**config.mk**
```make
export PLATFORM = sky130hd
export DESIGN_NAME = hyperbolic_vectoring_flat
export DESIGN_NICKNAME = d
export VERILOG_FILES = /design/src/rtl/hyperbolic_vectoring_pkg.sv /design/src/rtl/hyperbolic_vectoring_if.sv /design/src/rtl/hyperbolic_vectoring_step.sv /design/src/rtl/hyperbolic_vectoring.sv /design/src/flat_wrapper.sv
export SDC_FILE = /design/constraint.sdc
export NUM_CORES = 1
export LEC_CHECK = 0
export BUFFER_PORTS_ARGS = -buffer_cell sky130_fd_sc_hd__buf_4
export CAP_MARGIN = 5
export CORE_UTILIZATION = 55
export CTS_CLUSTER_DIAMETER = 200
export DETAILED_ROUTE_END_ITERATION = 7
export PLACE_DENSITY = 0.82
export SLEW_MARGIN = 10
export SYNTH_ARGS = -nofsm -noshare
export SYNTH_HDL_FRONTEND = slang
export SYNTH_HIERARCHICAL = 1
export SYNTH_SLANG_ARGS = --single-unit
```
**constraint.sdc**
```tcl
create_clock -name clk -period 5.7 [get_ports clk]
set_clock_uncertainty 0.2 [all_clocks]
set_input_delay 1.14 -clock clk [delete_from_list [all_inputs] [get_ports clk]]
set_output_delay 1.14 -clock clk [all_outputs]
set_load 0.005 [all_outputs]
```
**src/rtl/hyperbolic_vectoring_pkg.sv**
```systemverilog
// Shared constants, iteration tables and state type for the hyperbolic
// vectoring CORDIC.
package hyperbolic_cordic_pkg;

   localparam int FRAC_XY   = 14;
   localparam int FRAC_Z    = 13;
   localparam int N_ITER    = 16;
   localparam int GUARD_MAX = 8;

   // Shift per micro-iteration; 4 and 13 appear twice so the hyperbolic
   // sequence converges over the full input range.
   localparam int SHIFT_SCHED [N_ITER] = '{1, 2, 3, 4, 4, 5, 6, 7,
                                           8, 9, 10, 11, 12, 13, 13, 14};

   // atanh(2^-i) with FRAC_Z + GUARD_MAX fractional bits, indexed by i.
   // Entry 0 is never addressed. Narrower guard widths shift these right.
   localparam int ATANH_LUT [16] = '{0, 1151978, 535639, 263522, 131243,
                                     65557, 32771, 16384, 8192, 4096, 2048,
                                     1024, 512, 256, 128, 64};

   // 1/Kh for the schedule above, Q2.14 (1.20750).
   localparam logic [15:0] INV_KH = 16'd19783;

   typedef enum logic [1:0] {
      IDLE  = 2'd0,
      ITER  = 2'd1,
      SCALE = 2'd2,
      OUT   = 2'd3
   } state_t;

endpackage

```
**src/rtl/hyperbolic_vectoring_if.sv**
```systemverilog
// Input pair stream and result stream of the vectoring CORDIC, bundled.
// The slave modport is the CORDIC side; master is the surrounding system.
interface hyperbolic_vectoring_if;

   logic        s_axis_cart_tvalid;
   logic        s_axis_cart_tready;
   logic [31:0] s_axis_cart_tdata;
   logic        m_axis_dout_tvalid;
   logic        m_axis_dout_tready;
   logic [31:0] m_axis_dout_tdata;
   logic        m_axis_dout_tuser;

   modport slave (
      input  s_axis_cart_tvalid, s_axis_cart_tdata, m_axis_dout_tready,
      output s_axis_cart_tready, m_axis_dout_tvalid, m_axis_dout_tdata,
             m_axis_dout_tuser
   );

   modport master (
      output s_axis_cart_tvalid, s_axis_cart_tdata, m_axis_dout_tready,
      input  s_axis_cart_tready, m_axis_dout_tvalid, m_axis_dout_tdata,
             m_axis_dout_tuser
   );

endinterface

```
**src/rtl/hyperbolic_vectoring_step.sv**
```systemverilog
// One hyperbolic vectoring micro-iteration, purely combinational.
// Direction is chosen to drive y toward zero; x and y use old values.
module hyp_vec_step #(
   parameter int W = 22
) (
   input  logic signed [W-1:0] x_i,
   input  logic signed [W-1:0] y_i,
   input  logic signed [W-1:0] z_i,
   input  logic        [3:0]   shift_i,
   input  logic signed [W-1:0] atanh_i,
   output logic signed [W-1:0] x_o,
   output logic signed [W-1:0] y_o,
   output logic signed [W-1:0] z_o
);

   logic signed [W-1:0] x_sh;
   logic signed [W-1:0] y_sh;

   assign x_sh = x_i >>> shift_i;
   assign y_sh = y_i >>> shift_i;

   // d = +1 when y is negative, otherwise -1
   always_comb begin
      if (y_i[W-1]) begin
         x_o = x_i + y_sh;
         y_o = y_i + x_sh;
         z_o = z_i - atanh_i;
      end else begin
         x_o = x_i - y_sh;
         y_o = y_i - x_sh;
         z_o = z_i + atanh_i;
      end
   end

endmodule

```
**src/rtl/hyperbolic_vectoring.sv**
```systemverilog
// Iterative hyperbolic CORDIC, vectoring mode: {sinh, cosh} in,
// {atanh(sinh/cosh), sqrt(cosh^2 - sinh^2)} out. One transaction in flight.
//
//   state | meaning
//   IDLE  | ready for a new pair, s_axis_cart_tready = 1
//   ITER  | 16 micro-iterations, one per cycle, indexed by cnt_q
//   SCALE | gain compensation, rounding, saturation into output register
//   OUT   | result presented, held until downstream accepts
//
// GUARD must be at least 1 (the phase rounding adds half of 2^-GUARD).
module hyperbolic_vectoring
   import hyperbolic_cordic_pkg::*;
#(
   parameter int GUARD = 4
) (
   input  logic                  clk,
   input  logic                  rst,
   hyperbolic_vectoring_if.slave bus
);

   localparam int W  = 16 + 2 + GUARD;
   localparam int PW = W + 17;
   localparam int MS = FRAC_XY + GUARD;
   localparam logic signed [PW-1:0] MAG_MAX = PW'(32767);
   localparam logic signed [W:0]    PH_MAX  = (W+1)'(32767);
   localparam logic signed [W:0]    PH_MIN  = -(W+1)'(32768);

   state_t              state_q, state_d;
   logic [3:0]          cnt_q, cnt_d;
   logic signed [W-1:0] x_q, x_d, y_q, y_d, z_q, z_d;
   logic                err_q, err_d;
   logic                tvalid_q, tvalid_d;
   logic [31:0]         tdata_q, tdata_d;
   logic                tuser_q, tuser_d;

   logic [15:0]         cosh_in, sinh_in;
   logic [16:0]         sinh_abs;
   logic [17:0]         lhs5, rhs4;
   logic                range_err;
   logic signed [W-1:0] x_st, y_st, z_st, atanh_k;
   logic [3:0]          shift_k;
   logic signed [PW-1:0] prod, prod_rnd, mag_sh;
   logic signed [W:0]   z_rnd, ph_sh;
   logic [15:0]         mag_sat, ph_sat;

   assign cosh_in = bus.s_axis_cart_tdata[15:0];
   assign sinh_in = bus.s_axis_cart_tdata[31:16];

   assign sinh_abs  = sinh_in[15] ? (17'd0 - {1'b1, sinh_in}) : {1'b0, sinh_in};
   assign lhs5      = ({1'b0, sinh_abs} << 2) + {1'b0, sinh_abs};
   assign rhs4      = {cosh_in, 2'b00};
   assign range_err = cosh_in[15] || (cosh_in == 16'd0) || (lhs5 > rhs4);

   assign shift_k = 4'(SHIFT_SCHED[cnt_q]);
   assign atanh_k = W'(ATANH_LUT[SHIFT_SCHED[cnt_q]] >>> (GUARD_MAX - GUARD));

   hyp_vec_step #(.W(W)) u_step (
      .x_i     (x_q),
      .y_i     (y_q),
      .z_i     (z_q),
      .shift_i (shift_k),
      .atanh_i (atanh_k),
      .x_o     (x_st),
      .y_o     (y_st),
      .z_o     (z_st)
   );

   assign prod     = PW'(x_q) * PW'($signed({1'b0, INV_KH}));
   assign prod_rnd = prod + (PW'(1) <<< (MS - 1));
   assign mag_sh   = prod_rnd >>> MS;
   assign z_rnd    = (W+1)'(z_q) + ((W+1)'(1) <<< (GUARD - 1));
   assign ph_sh    = z_rnd >>> GUARD;

   // Clamp rounded results into their 16-bit output fields
   always_comb begin
      mag_sat = mag_sh[15:0];
      if (mag_sh[PW-1])          mag_sat = 16'h0000;
      else if (mag_sh > MAG_MAX) mag_sat = 16'h7FFF;
      ph_sat = ph_sh[15:0];
      if (ph_sh > PH_MAX)        ph_sat = 16'h7FFF;
      else if (ph_sh < PH_MIN)   ph_sat = 16'h8000;
   end

   // Next-state and datapath update for the sequencing FSM
   always_comb begin
      state_d  = state_q;
      cnt_d    = cnt_q;
      x_d      = x_q;
      y_d      = y_q;
      z_d      = z_q;
      err_d    = err_q;
      tvalid_d = tvalid_q;
      tdata_d  = tdata_q;
      tuser_d  = tuser_q;
      unique case (state_q)
         IDLE: if (bus.s_axis_cart_tvalid) begin
            x_d     = {{2{cosh_in[15]}}, cosh_in, {GUARD{1'b0}}};
            y_d     = {{2{sinh_in[15]}}, sinh_in, {GUARD{1'b0}}};
            z_d     = '0;
            err_d   = range_err;
            cnt_d   = '0;
            state_d = ITER;
         end
         ITER: begin
            x_d   = x_st;
            y_d   = y_st;
            z_d   = z_st;
            cnt_d = cnt_q + 4'd1;
            if (cnt_q == 4'(N_ITER - 1)) state_d = SCALE;
         end
         SCALE: begin
            tdata_d  = err_q ? 32'h0 : {ph_sat, mag_sat};
            tuser_d  = err_q;
            tvalid_d = 1'b1;
            state_d  = OUT;
         end
         OUT: if (bus.m_axis_dout_tready) begin
            tvalid_d = 1'b0;
            state_d  = IDLE;
         end
      endcase
   end

   // State, datapath and output registers; reset aborts any transaction
   always_ff @(posedge clk or posedge rst) begin
      if (rst) begin
         state_q  <= IDLE;
         cnt_q    <= '0;
         x_q      <= '0;
         y_q      <= '0;
         z_q      <= '0;
         err_q    <= 1'b0;
         tvalid_q <= 1'b0;
         tdata_q  <= '0;
         tuser_q  <= 1'b0;
      end else begin
         state_q  <= state_d;
         cnt_q    <= cnt_d;
         x_q      <= x_d;
         y_q      <= y_d;
         z_q      <= z_d;
         err_q    <= err_d;
         tvalid_q <= tvalid_d;
         tdata_q  <= tdata_d;
         tuser_q  <= tuser_d;
      end
   end

   assign bus.s_axis_cart_tready = (state_q == IDLE);
   assign bus.m_axis_dout_tvalid = tvalid_q;
   assign bus.m_axis_dout_tdata  = tdata_q;
   assign bus.m_axis_dout_tuser  = tuser_q;

endmodule
```
**src/flat_wrapper.sv**
```systemverilog
// flat-port wrapper written by rule: the top's interface ports become plain ports
module hyperbolic_vectoring_flat import hyperbolic_cordic_pkg::*;
#(
   parameter int GUARD = 4
)
  (clk, rst, bus_s_axis_cart_tvalid, bus_s_axis_cart_tdata, bus_m_axis_dout_tready, bus_s_axis_cart_tready, bus_m_axis_dout_tvalid, bus_m_axis_dout_tdata, bus_m_axis_dout_tuser);
  hyperbolic_vectoring_if bus_i ();
  input  logic clk;
  input  logic rst;
  input wire logic [$bits(bus_i.s_axis_cart_tvalid)-1:0] bus_s_axis_cart_tvalid;
  input wire logic [$bits(bus_i.s_axis_cart_tdata)-1:0] bus_s_axis_cart_tdata;
  input wire logic [$bits(bus_i.m_axis_dout_tready)-1:0] bus_m_axis_dout_tready;
  output wire logic [$bits(bus_i.s_axis_cart_tready)-1:0] bus_s_axis_cart_tready;
  output wire logic [$bits(bus_i.m_axis_dout_tvalid)-1:0] bus_m_axis_dout_tvalid;
  output wire logic [$bits(bus_i.m_axis_dout_tdata)-1:0] bus_m_axis_dout_tdata;
  output wire logic [$bits(bus_i.m_axis_dout_tuser)-1:0] bus_m_axis_dout_tuser;
  assign bus_i.s_axis_cart_tvalid = bus_s_axis_cart_tvalid;
  assign bus_i.s_axis_cart_tdata = bus_s_axis_cart_tdata;
  assign bus_i.m_axis_dout_tready = bus_m_axis_dout_tready;
  assign bus_s_axis_cart_tready = bus_i.s_axis_cart_tready;
  assign bus_m_axis_dout_tvalid = bus_i.m_axis_dout_tvalid;
  assign bus_m_axis_dout_tdata = bus_i.m_axis_dout_tdata;
  assign bus_m_axis_dout_tuser = bus_i.m_axis_dout_tuser;
  hyperbolic_vectoring #(.GUARD(GUARD)) u_core (.clk(clk), .rst(rst), .bus(bus_i));
endmodule
```
==> out/metrics.yaml <==
worst_setup_path:
  r2r-end: "u_core/bus.m_axis_dout_tdata[14]"
  crit_required_ps: 5770
  critPathMaxFanout: 15
  startpoint_type: "flip-flop"
  r2r_slack_ps: -270
  end_kind: "flip-flop"
  reg2reg_depth: 22
  critical_path_class: "flip-flop to flip-flop"
  r2r-start: "u_core/x_q[5]"
  arrival_ps: 6040
sta:
  timing.slew.headroom: 0.275
  tightest_slew_ps: 1060
  rsz0062_at_grt: "true"
  timing.final.ws_setup_ps: -272
  fmax_mhz: 167
  finalHoldViolCount: 0
  setup_violations: 25
  min_period_over_period: 1.05
  fin_crit_ps: 5970
  final-max-slew-violation-count: 0
  fin_setup_tns_ps: -4440
logic_synthesis:
  ys.flop_type: "dfrtp_1"
  syn_inst: 2204
  ys_seq_elements: 107
  syn_avg_cell_area_um2: 8.82
  synth.distinct_cells: 95
  synth-async-reset-ratio: 1.00
  synth_edf_count: 0
  ys_seq_area_frac: 0.138
  yosysWarnings: 6
  syn_area_mm2: 0.0194
placed_design:
  io_buffers: 70
  gp_congestion: 0.970
  dpl_worst_slack_ps: -495
  dpl_cell_area_mm2: 0.0227
  place_hpwl_mm: 43.9
layout:
  fin_util: 0.714
  final_common_cell: "buf_4"
  mostFrequentLayoutCells: "buf_4 (401), inv_1 (328), ha_1 (254), fa_1 (127), nand2_1 (124)"
  n_antenna_cell: 0
  fin_nets: 3026
  nFillCells: 2417
  drive_gt1_frac: 0.283
  layout.cell_area.non_filler_mm2: 0.0247
  flow.area_growth_from_synthesis_pct: 27.3
die:
  die_w_um: 190
  die-area_mm2: 0.0361
  start_util: 0.561
  io_pins: 71
  die_y_um: 190
  coreArea_mm2: 0.0346
  row_count: 68
grt:
  grt_pass1_wl_mm: 88.8
  grt_use_total: 0.307
  grt_max_degree: 80
  grt_antenna_before_repair: 0
  grt-ovfl-total: 0
  grt_pass1_vias: 18205
cts:
  cts_max_level: 3
  cts-root-buf: "clkbuf_16"
  clk_pin_slew_ps: 80
  cts_hold_buffers: 0
  cts_tree: "done"
  cts_max_path_buffers: 2
  cts.sinks: 107
  cts-buffers-inserted: 9
  worstSkewPairLatency_ps: 380
hold_path:
  hold_path_end: "u_core/bus.m_axis_dout_tdata[15]"
  min_from: "u_core/bus.m_axis_dout_tdata[15]"
  hold_class: "flip-flop to flip-flop"
  min_path_cells: 1
route:
  met3WireLength_mm: 3.92
  wl_mm: 59.3
  via_per_inst: 6.13
  drcViolationCount: 0
  ant_nets: 0
  m1WireLength_mm: 23.4
  drt-initial-drc-count: 1507
  firstDrtPassIters: 8
  post_drt_wl_per_cell_um: 19.5
  detailroute.wirelength.met2_mm: 29.2
  dr.max_layer_used: "met4"
  vias: 18623
outcome:
  status: "finished, violations left"
  violations: "negative setup slack"
run:
  cap_violations: 0
metal layers:
metal | track usage | vias to the layer above
met3 | 0.0391 | 271
li1 | - | 8404
met1 | 0.379 | 9023
met2 | 0.538 | 925
met5 | 0 | -
met4 | 0.123 | 0
state kept, by name (all words and copies together), names as in the netlist:
name                           cells
u_core/bus.m_axis_dout_tdata      32
u_core/x_q                        22
u_core/y_q                        22
u_core/z_q                        22
u_core/cnt_q                       4
u_core/state_q                     2
u_core/bus.m_axis_dout_tuser       1
u_core/bus.m_axis_dout_tvalid      1
u_core/err_q                       1
layout make-up:
| class | count | area (um^2) | area share |
|---|---|---|---|
| clock inverters | 7 | 88.8 | 0.00359 |
| inverters | 334 | 1260 | 0.0508 |
| well taps | 455 | 569 | 0.0230 |
| flip-flops and latches | 107 | 2700 | 0.109 |
| clock buffers | 9 | 225 | 0.00910 |
| repair buffers | 428 | 3390 | 0.137 |
| multi-input cells | 1696 | 16500 | 0.667 |
critical path, cell delays in order, from the launching register on:
cell	delay, ps
dfrtp_2	450
ha_4	260
ha_4	250
inv_1	50
fa_1	560
inv_2	50
fa_1	540
inv_2	50
fa_1	540
inv_1	50
fa_2	550
ha_4	200
and3_4	140
a221o_1	330
a21oi_2	180
o21ai_2	90
o21ai_4	220
nand3b_4	120
a211oi_4	240
xor2_1	210
nand4_2	150
buf_12	170
o221a_2	240
worst max path at each step:
stage	from	to	slack [ps]	cells after the start
floorplan	u_core/cnt_q[0]	u_core/x_q[21]	-100	32
detailed placement	bus_s_axis_cart_tdata[18]	u_core/err_q	-490	25
finish	u_core/x_q[5]	u_core/bus.m_axis_dout_tdata[14]	-270	22
CTS	u_core/x_q[10]	u_core/bus.m_axis_dout_tdata[14]	-240	21
global placement	bus_s_axis_cart_tdata[18]	u_core/err_q	-390	25
global route	u_core/x_q[15]	u_core/bus.m_axis_dout_tdata[11]	-450	22
what timing repair did:
item                                   CTS  global route
gates cloned                             0             1
setup endpoints to repair               30            36
endpoints found under the hold margin    0             0
resized for setup                       86           201
setup buffers                           31            40
pin swaps                               45           115
logic make-up after synthesis:
kind of cell	after synthesis	share of synthesized area
adder cells (fa/ha/maj)	414	0.317
multiplexers	119	0.0907
other	1	0.000193
flip-flops	107	0.138
AND/OR/NAND/NOR	478	0.122
XOR/XNOR	168	0.0764
buffers and inverters	413	0.0832
AO/OA/AOI/OAI	504	0.173
per-stage QoR:
step | std cells | hold slack (ps)
floorplan | 2216 | 264
global placement | 2957 | 283
detailed placement | 2957 | 288
CTS | 3002 | 309
global route | 3036 | 341
finish | 3036 | 302
Yosys cell counts (5+ instances only):
library cell / count / area (um^2)
a211oi_1: 18 / 135
a21o_1: 43 / 323
a21oi_1: 127 / 636
a22o_1: 33 / 289
a31oi_1: 19 / 119
and2_1: 10 / 62.6
and3_1: 10 / 62.6
buf_1: 10 / 37.5
buf_2: 11 / 55.1
clkbuf_1: 50 / 188
dfrtp_1: 107 / 2680
fa_1: 130 / 2600
ha_1: 284 / 3550
inv_1: 332 / 1250
mux2_2: 10 / 113
mux2i_1: 65 / 651
mux4_2: 42 / 946
nand2_1: 132 / 495
nand2b_1: 29 / 181
nand3_1: 34 / 170
nand3b_1: 5 / 37.5
nand4_1: 13 / 81.3
nor2_1: 127 / 477
nor2b_1: 15 / 93.8
nor3_1: 42 / 210
nor4_1: 15 / 93.8
o211ai_1: 11 / 82.6
o21a_1: 28 / 210
o21ai_0: 107 / 536
o21bai_1: 8 / 60.1
o221a_1: 10 / 113
o221a_2: 5 / 56.3
o221ai_1: 8 / 70.1
o22ai_1: 16 / 100
o31ai_1: 9 / 67.6
o41ai_1: 6 / 52.6
or2_2: 7 / 43.8
or3_1: 11 / 68.8
xnor2_1: 118 / 1030
xor2_1: 49 / 429
Power is left out: the tool's default activity adds up to more than one toggle a clock period on the data nets, which glitch-free logic cannot reach.
